$ cat src/rtl/mul_prof_pkg.sv
`default_nettype none
// ============================================================================
// Module   : mul_prof_pkg
// Brief    : Shared types, widths and limits for the multiplier error profiler.
// Revision : 1.0 - initial release
// ============================================================================
package mul_prof_pkg;

    typedef enum logic [1:0] {
        IDLE  = 2'd0,
        SWEEP = 2'd1,
        DRAIN = 2'd2,
        DONE  = 2'd3
    } state_t;

    // Deepest multiplier latency the sampling pipeline is meant to cover.
    localparam int MAX_LATENCY = 16;

    function automatic int prod_w(input int w);
        return 2 * w;
    endfunction

    function automatic int ed_w(input int w);
        return 2 * w;
    endfunction

    function automatic int sum_w(input int w);
        return 4 * w;
    endfunction

    // One extra bit so a sweep in which every pair errs still fits.
    function automatic int cnt_w(input int w);
        return 2 * w + 1;
    endfunction

endpackage
`default_nettype wire

$ cat src/rtl/mul_error_profiler_if.sv
`default_nettype none
// ============================================================================
// Module   : mul_error_profiler_if
// Brief    : Operand/result bus between the profiler and a multiplier.
// Revision : 1.0 - initial release
// ============================================================================
interface mul_error_profiler_if #(
    parameter int WIDTH = 8
);
    logic [WIDTH-1:0]   mul_in1;
    logic [WIDTH-1:0]   mul_in2;
    logic [2*WIDTH-3:0] mul_out;
    logic               mul_overflow;

    modport master (
        output mul_in1,
        output mul_in2,
        input  mul_out,
        input  mul_overflow
    );

    modport slave (
        input  mul_in1,
        input  mul_in2,
        output mul_out,
        output mul_overflow
    );
endinterface
`default_nettype wire

$ cat src/rtl/mul_err_accum.sv
`default_nettype none
// ============================================================================
// Module   : mul_err_accum
// Brief    : Error distance of one sample and the running error statistics.
// Revision : 1.0 - initial release
// ============================================================================
module mul_err_accum
    import mul_prof_pkg::*;
#(
    parameter int WIDTH = 8
) (
    input  wire logic                       clk,
    input  wire logic                       rst,
    input  wire logic                       i_clr,
    input  wire logic                       i_en,
    input  wire logic [prod_w(WIDTH)-1:0]   i_exact,
    input  wire logic [prod_w(WIDTH)-1:0]   i_approx,
    output logic      [cnt_w(WIDTH)-1:0]    o_err_count,
    output logic      [ed_w(WIDTH)-1:0]     o_max_ed,
    output logic      [sum_w(WIDTH)-1:0]    o_sum_ed
);
    localparam int CW = cnt_w(WIDTH);
    localparam int EW = ed_w(WIDTH);
    localparam int SW = sum_w(WIDTH);

    logic [EW-1:0] w_ed;
    logic [CW-1:0] r_err_count;
    logic [EW-1:0] r_max_ed;
    logic [SW-1:0] r_sum_ed;

    assign w_ed = (i_exact >= i_approx) ? (i_exact - i_approx) : (i_approx - i_exact);

    always_ff @(posedge clk) begin
        if (rst || i_clr) begin
            r_err_count <= '0;
            r_max_ed    <= '0;
            r_sum_ed    <= '0;
        end else if (i_en && (w_ed != '0)) begin
            r_err_count <= r_err_count + CW'(1);
            r_sum_ed    <= r_sum_ed + SW'(w_ed);
            if (w_ed > r_max_ed) begin
                r_max_ed <= w_ed;
            end
        end
    end

    assign o_err_count = r_err_count;
    assign o_max_ed    = r_max_ed;
    assign o_sum_ed    = r_sum_ed;

endmodule
`default_nettype wire

$ cat src/rtl/mul_error_profiler.sv
`default_nettype none
// ============================================================================
// Module   : mul_error_profiler
// Brief    : Sweeps all operand pairs through a multiplier, profiles its error.
// Revision : 1.0 - initial release
// ============================================================================
module mul_error_profiler
    import mul_prof_pkg::*;
#(
    parameter int WIDTH       = 8,
    parameter int MUL_LATENCY = 0
) (
    input  wire logic                      clk,
    input  wire logic                      rst,
    input  wire logic                      start,
    input  wire logic                      abort,
    mul_error_profiler_if.master           mul,
    output logic                           busy,
    output logic                           done,
    output logic [cnt_w(WIDTH)-1:0]        err_count,
    output logic [ed_w(WIDTH)-1:0]         max_ed,
    output logic [sum_w(WIDTH)-1:0]        sum_ed
);
    localparam int PW = prod_w(WIDTH);
    // Pattern of the drain pipeline once only the final pair is left in it.
    localparam logic [MUL_LATENCY:0] c_LAST_ONLY = (MUL_LATENCY + 1)'(1) << MUL_LATENCY;

    state_t                      r_state;
    logic [PW-1:0]               r_pair;
    logic                        r_vld0;
    logic                        r_busy;
    logic                        r_done;

    logic                        w_accept;
    logic                        w_flush;
    logic [PW-1:0]               w_pair_nxt;
    logic [PW-1:0]               w_approx;
    logic [MUL_LATENCY:0]        w_vld_stage;
    logic [MUL_LATENCY:0][PW-1:0] w_exact_stage;

    assign w_accept   = (r_state == IDLE) && start && !abort;
    assign w_flush    = abort && ((r_state == SWEEP) || (r_state == DRAIN));
    assign w_pair_nxt = r_pair + PW'(1);

    // Outputs are registered decodes of the state, so busy/done trail it by a cycle.
    always_ff @(posedge clk) begin
        if (rst) begin
            r_state <= IDLE;
            r_pair  <= '0;
            r_vld0  <= 1'b0;
            r_busy  <= 1'b0;
            r_done  <= 1'b0;
        end else begin
            r_busy <= ((r_state == SWEEP) || (r_state == DRAIN)) && !abort;
            r_done <= (r_state == DONE);
            r_vld0 <= w_accept || ((r_state == SWEEP) && !abort);
            case (r_state)
                IDLE: begin
                    if (w_accept) begin
                        r_state <= SWEEP;
                        r_pair  <= '0;
                    end
                end
                SWEEP: begin
                    if (abort) begin
                        r_state <= IDLE;
                    end else begin
                        r_pair <= w_pair_nxt;
                        if (&w_pair_nxt) begin
                            r_state <= DRAIN;
                        end
                    end
                end
                DRAIN: begin
                    if (abort) begin
                        r_state <= IDLE;
                    end else if (w_vld_stage == c_LAST_ONLY) begin
                        r_state <= DONE;
                    end
                end
                DONE: begin
                    r_state <= IDLE;
                end
                default: begin
                    r_state <= IDLE;
                end
            endcase
        end
    end

    assign mul.mul_in1 = r_pair[PW-1:WIDTH];
    assign mul.mul_in2 = r_pair[WIDTH-1:0];

    // Stage 0 is the pair currently on the bus; later stages follow the multiplier latency.
    assign w_vld_stage[0]   = r_vld0;
    assign w_exact_stage[0] = PW'(r_pair[PW-1:WIDTH]) * PW'(r_pair[WIDTH-1:0]);

    genvar g;
    generate
        for (g = 1; g <= MUL_LATENCY; g++) begin : g_dly
            logic          r_vld;
            logic [PW-1:0] r_exact;

            always_ff @(posedge clk) begin
                if (rst || w_flush) begin
                    r_vld <= 1'b0;
                end else begin
                    r_vld <= w_vld_stage[g-1];
                end
            end

            always_ff @(posedge clk) begin
                r_exact <= w_exact_stage[g-1];
            end

            assign w_vld_stage[g]   = r_vld;
            assign w_exact_stage[g] = r_exact;
        end
    endgenerate

    assign w_approx = {1'b0, mul.mul_overflow, mul.mul_out};

    mul_err_accum #(
        .WIDTH (WIDTH)
    ) u_accum (
        .clk         (clk),
        .rst         (rst),
        .i_clr       (w_accept),
        .i_en        (w_vld_stage[MUL_LATENCY] && !w_flush),
        .i_exact     (w_exact_stage[MUL_LATENCY]),
        .i_approx    (w_approx),
        .o_err_count (err_count),
        .o_max_ed    (max_ed),
        .o_sum_ed    (sum_ed)
    );

    assign busy = r_busy;
    assign done = r_done;

endmodule
`default_nettype wire

$ cat src/flat_wrapper.sv
// flat-port wrapper written by rule: the top's interface ports become plain ports
module mul_error_profiler_flat import mul_prof_pkg::*;
#(
    parameter int WIDTH       = 8,
    parameter int MUL_LATENCY = 0
)
  (clk, rst, start, abort, busy, done, err_count, max_ed, sum_ed, mul_mul_in1, mul_mul_in2, mul_mul_out, mul_mul_overflow);
  mul_error_profiler_if #(.WIDTH(WIDTH)) mul_i ();
  input  wire logic clk;
  input  wire logic rst;
  input  wire logic start;
  input  wire logic abort;
  output logic busy;
  output logic done;
  output logic [cnt_w(WIDTH)-1:0] err_count;
  output logic [ed_w(WIDTH)-1:0] max_ed;
  output logic [sum_w(WIDTH)-1:0] sum_ed;
  output wire logic [$bits(mul_i.mul_in1)-1:0] mul_mul_in1;
  output wire logic [$bits(mul_i.mul_in2)-1:0] mul_mul_in2;
  input wire logic [$bits(mul_i.mul_out)-1:0] mul_mul_out;
  input wire logic [$bits(mul_i.mul_overflow)-1:0] mul_mul_overflow;
  assign mul_mul_in1 = mul_i.mul_in1;
  assign mul_mul_in2 = mul_i.mul_in2;
  assign mul_i.mul_out = mul_mul_out;
  assign mul_i.mul_overflow = mul_mul_overflow;
  mul_error_profiler #(.WIDTH(WIDTH), .MUL_LATENCY(MUL_LATENCY)) u_core (.clk(clk), .rst(rst), .start(start), .abort(abort), .mul(mul_i), .busy(busy), .done(done), .err_count(err_count), .max_ed(max_ed), .sum_ed(sum_ed));
endmodule
$ cat config.mk
export PLATFORM = sky130hd
export DESIGN_NAME = mul_error_profiler_flat
export DESIGN_NICKNAME = d
export VERILOG_FILES = /design/src/rtl/mul_prof_pkg.sv /design/src/rtl/mul_error_profiler_if.sv /design/src/rtl/mul_err_accum.sv /design/src/rtl/mul_error_profiler.sv /design/src/flat_wrapper.sv
export SDC_FILE = /design/constraint.sdc
export NUM_CORES = 1
export LEC_CHECK = 0
export ABC_AREA = 1
export ABC_CLOCK_PERIOD_IN_PS = 9200
export BUFFER_PORTS_ARGS = -buffer_cell sky130_fd_sc_hd__buf_4
export CORE_ASPECT_RATIO = 1.5
export CORE_UTILIZATION = 38
export CTS_BUF_LIST = sky130_fd_sc_hd__clkbuf_4 sky130_fd_sc_hd__clkbuf_8 sky130_fd_sc_hd__clkbuf_16
export CTS_CLUSTER_DIAMETER = 120
export DETAILED_ROUTE_END_ITERATION = 8
export PLACE_DENSITY = 0.57
export SYNTH_ARGS = -nofsm -noshare
export SYNTH_HDL_FRONTEND = slang
export SYNTH_SLANG_ARGS = --single-unit
$ cat constraint.sdc
create_clock -name clk -period 9.2 [get_ports clk]
set_input_delay 0.46 -clock clk [delete_from_list [all_inputs] [get_ports clk]]
set_output_delay 0.46 -clock clk [all_outputs]
set_load 0.01 [all_outputs]
Word level (Yosys, flattened, before mapping). Cells that the tools add are included.

Add/sub/neg operators: 5. Multiply operators: 1. Order comparisons: 2. Equality and inequality tests: 7. Mux-type cells: 10. Reduce and logical (&&, ||, !) cells: 19.

Operator list (number): $mux W16 (3); $add A32 B16 Y32 (1); $pmux W16 S2 (1); $add A17 B1 Y17 const B (1); $add A16 B1 Y16 const B (1); $ge A16 B15 Y1 (1); $gt A16 B16 Y1 (1); $mul A8 B8 Y16 (1); $reduce_and A16 Y1 (1); $reduce_bool A16 Y1 (1); $sub A15 B16 Y16 (1); $sub A16 B15 Y16 (1); $mux W2 (5); $pmux W2 S4 (1); $logic_and A1 B1 Y1 (7); $reduce_and A3 Y1 (2); $eq A2 B2 Y1 const B (2); $ne A2 B2 Y1 const B (2); $logic_or A1 B1 Y1 (3); $ne A3 B2 Y1 const B (1); $ne A3 B3 Y1 const B (1); $eq A2 B1 Y1 const B (1); $logic_not A1 Y1 (2); $logic_not A2 Y1 (1); 2 further kinds (2).

Bits in registers: 86. Bits of input ports: 19. Output and inout port bits: 83. Word-level logic and storage cells: 52.

Depth between registers and ports, before layout.
Word-level depth: 7. Depth in mapped cells: 46. Depth with buffers taken out: 43.

Modules after synthesis. Synthesis repeated with hierarchy kept, for this count alone.

Cells, all modules: 1636. Area, all modules: 10326.2 um^2.

Modules (own cells, without submodules): mul_err_accum (instances 1, cells an instance 1113, area each 6794.0 um^2, seq. area each 1301.2 um^2); mul_error_profiler (instances 1, cells an instance 523, area each 3532.1 um^2, seq. area each 420.4 um^2).

Worst setup path before layout. No wires, ideal clock.

Path kind: register to register. From: reg u_core.r_pair[9]. To: reg u_core.u_accum.r_sum_ed[28] (netlist: u_core.u_accum.o_sum_ed[28]). Library setup time: 0.069 ns. Arrival time: 7.387 ns. Required time: 9.131 ns. Path slack: 1.743 ns. Stages on the path, launching flop included: 39. Buffers on the path: 2. Period minus slack after synthesis: 7.457 ns. Cell sequence: dfxtp_1 -> clkbuf_1 -> nand2_1 -> fa_1 -> fa_1 -> inv_1 -> fa_1 -> inv_1 -> fa_1 -> inv_1 -> ha_1 -> inv_1 -> o21bai_1 -> a21boi_0 -> xor2_1 -> inv_1 -> ha_1 -> buf_2 -> (+3 left out) -> nand2_1 -> nand2_1 -> nand2_1 -> nand2_4 -> nand3b_1 -> nand2_1 -> inv_1 -> fa_1 -> o21ai_0 -> a21oi_1 -> o21ai_0 -> a21oi_1 -> o21ai_0 -> nand2_1 -> o21ai_0 -> xor2_1 -> nand3_1 -> a21oi_2.

Cells in the longest elaborated chain, start to end: 5. Elaborated cells between the ends (all ways): 8. Those cells by class: add/sub (3); mul (1); order compare (1); mux (1); reduce/logical (2).

RTL lines: start: declaration (line mul_error_profiler.sv:29) `logic [PW-1:0] r_pair;`; start signal: assignment (line mul_error_profiler.sv:68) `r_pair <= w_pair_nxt;`; $mul A8 B8 Y16 (*) (line mul_error_profiler.sv:96) `assign w_exact_stage[0] = PW'(r_pair[PW-1:WIDTH]) * PW'(r_pair[WIDTH-1:0]);`; $sub A15 B16 Y16 (tied with other cells) (line mul_err_accum.sv:31) `assign w_ed = (i_exact >= i_approx) ? (i_exact - i_approx) : (i_approx - i_exact);`; $mux W16 (*) (line mul_err_accum.sv:31); named net u_core.u_accum.w_ed[1] (line mul_err_accum.sv:26) `logic [EW-1:0] w_ed;`; parallel branches: the longest is 2 deep, another holds $add A32 B16 Y32; end signal: assignment (line mul_err_accum.sv:40) `r_sum_ed <= r_sum_ed + SW'(w_ed);`; end: declaration (line mul_err_accum.sv:29) `logic [SW-1:0] r_sum_ed;`.

Mark *: on every way through the listed nets, which the timed path passes. A chain may end at the register's enable or synchronous reset.

Worst setup path in the final report. Same ends and word-level chain as after synthesis.

==> reports/results.ini <==
[synth]
syn_area_sq_um = 9554
synthDominantCellAreaShare_pct = 18.02
synth.most_common_cell = nand2_1
syn-instance-count = 1445
yosysTopAreaCell = dfxtp_1
ys_seq_area_share_pct = 18.02
syn_area_per_cell_sq_um = 6.612
synth_edf_count = 0
synth_cell_types = 45
synth_nets = 1610
synth_top_cells_by_count = nand2_1 (345), inv_1 (251), nor2_1 (140)
synth-async-reset-ratio_pct = 0
synth_area_leaders = dfxtp_1 (18%), ha_1 (14%), nand2_1 (14%)
synth_ff_type = dfxtp_1
yosysWarnings = 0
ys_ff_latch = 86

[drt]
drc = 0
wl_um = 26260
viasPerCell = 4.888
first_pass_iters = 5
wl_per_cell_um = 14.26
drt_iter0_markers = 415
num_vias = 8999
final_antenna_net_count = 0

[finish]
multi_input_area_sq_um = 6644
fin_cells = 1841
regArea_sq_um = 1722
finish.utilization_pct = 44.16
fin_area_sq_um = 10830
drive_above_1_share_pct = 10.42
area_growth_pct = 13.34
layout.nets = 1677
fillers = 2629
diodes = 0

[timing]
slew_viol_final = 0
grt_setup_unrepaired = no
max_slew.worst_pin.slew_ns = 1.184
period_share_pct = 90.93
post-route-min-period_ns = 8.365
final.setup_skew_ns = 0.01086
finalSetupViolCount = 0
timing.fmax_mhz = 119.5
fin_ws_ns = 0.8348
fin_setup_tns_ns = 0
hold_viol = 0
relSlewSlack_pct = 20.98

[die]
die_area_sq_um = 25790
start_util_pct = 38.96
io_pins = 102
dieWidth_um = 131.5
chipHeight_um = 196.2
core_sq_um = 24520
rows = 70

[clock_tree]
insertion_delay_ns = 0.36
cts_buffer_depth = 2
cts_resized = 0
cts_made_buffers = 9
holdBufCountCts = 0
cts_tree = done
cts_sinks = 86
clk_pin_slew_worst_paths_ns = 0.07
clock-root-buffer = clkbuf_16
cts_setup_buffers = 0
htreeDepth = 3

[job]
maxCapViolCount = 0

[min_path]
min_path_type = input port to flop

[global_route]
grt_pass1_vias = 8707
antenna_found_initial = 0
grt_pass1_wl_um = 42910
grt_max_degree = 36
grt.overflow.total = 0
grt_usage_pct = 20.65

[worst_setup_path]
critPathCaptureType = flop
required_ns = 9.48
crit_fanout = 16
cpPeakStageDelay_ns = 0.63
arrival_ns = 8.64
start_kind = flop
slowest_stage = dfxtp_1
critical_path_class = flop to flop

[power]
p_leak_nw = 5.874
ir_worst_vdd_mv = 0.09309
p_per_area_nw_per_um2 = 119.1

[place]
dpl_worst_slack_ns = 0.7171
dpl.cell_count = 1825
dpl-instance-area_sq_um = 10520
post-dp-hpwl_um = 21390
numPortBuffers = 101
place_congestion = 0.9039

[run_status]
outcome = finished, final reports clean

[sequential cells by signal (all words and copies together) (netlist names)]
signal,count
u_core.r_state,2
u_core.u_accum.o_sum_ed,32
u_core.done,1
u_core.busy,1
u_core.r_vld0,1
u_core.r_pair,16
u_core.u_accum.o_err_count,17
u_core.u_accum.o_max_ed,16
[cell families (layout without fill, tap and decap cells)]
kind of cell	after synthesis	after routing	synth area share (%)
and+or+nand+nor	634	634	28.09
DFF	86	86	18.02
adders and majority gates	146	146	22.18
AOI/OAI and AO/OA	184	184	10.87
xor gates and xnor gates	90	90	8.250
buffers and inverters	305	377	12.59
[critical path, delay by kind of cell, from the launching register on]
family                   cells  cell delay, ns
adder cells (fa/ha/maj)      7            3.29
AO/OA/AOI/OAI               10            2.24
AND/OR/NAND/NOR             10            1.14
flip-flops                   1            0.63
XOR/XNOR                     2            0.54
buffers and inverters        7            0.45
[layer usage]
layer	global-route usage, %	share of wire, %	vias up
li1	-	-	4649
met1	23.08	41	4174
met2	40.05	54	138
met3	2.093	2.3	38
met4	6.977	2.4	0
met5	0	0	-
[area by class of cell]
type	instances	share of cell area, %
Clock buffer	10	2.149
Timing Repair Buffer	107	7.418
Sequential cell	86	15.90
Multi-Input combinational cell	1054	61.35
Tap cell	324	3.744
Clock inverter	6	0.6355
Inverter	254	8.804
[metrics by stage]
step | hold slack [ns] | total power [mW]
global placement | 0.4812 | 0.9153
finish | 0.3807 | 1.290
CTS | 0.3644 | 1.305
floorplan | 0.5052 | 0.7686
global route | 0.3861 | 1.383
detailed placement | 0.4954 | 0.9152
[cells in the final DEF, fill, tap and decap left out, types with 3 or more instances in the layout]
| cell type | n |
|---|---|
| nand2_1 | 345 |
| inv_1 | 251 |
| nor2_1 | 139 |
| ha_1 | 107 |
| buf_4 | 107 |
| a21oi_1 | 97 |
| dfxtp_1 | 86 |
| nand3_1 | 82 |
| xor2_1 | 67 |
| o21ai_0 | 44 |
| fa_1 | 39 |
| xnor2_1 | 23 |
| nand4_1 | 16 |
| nor3_1 | 16 |
| a21oi_2 | 9 |
| clkbuf_16 | 9 |
| o21bai_1 | 8 |
| nor4_1 | 8 |
| nand2_2 | 7 |
| nand3b_1 | 5 |
| nand2_4 | 4 |
| nor2_2 | 4 |
| a21o_1 | 4 |
| inv_2 | 3 |
| a21boi_0 | 3 |
| o211ai_1 | 3 |
| o21a_1 | 3 |
[path summary, 6_finish.rpt]
kind | startpoint | endpoint | slack (ns) | cells after the start
worst max register to register | u_core.r_pair[9]$_SDFFE_PP0P_ | u_core.u_accum.o_sum_ed[28]$_SDFFE_PP0P_ | 0.83 | 36
worst min register to register | u_core.u_accum.o_err_count[4]$_SDFFE_PP0P_ | u_core.u_accum.o_err_count[4]$_SDFFE_PP0P_ | 0.51 | 2
worst min-delay path | abort | u_core.busy$_SDFF_PP0_ | 0.38 | 4
worst max-delay path | u_core.r_pair[9]$_SDFFE_PP0P_ | u_core.u_accum.o_sum_ed[28]$_SDFFE_PP0P_ | 0.83 | 36
[power by group]
group	total, mW	switching (mW)	internal (mW)
clock	0.383	0.168	0.216
combinational	0.461	0.294	0.167
sequential	0.445	0.0395	0.405
total	1.29	0.502	0.788
No activity file was read; power rests on OpenSTA's default activity.
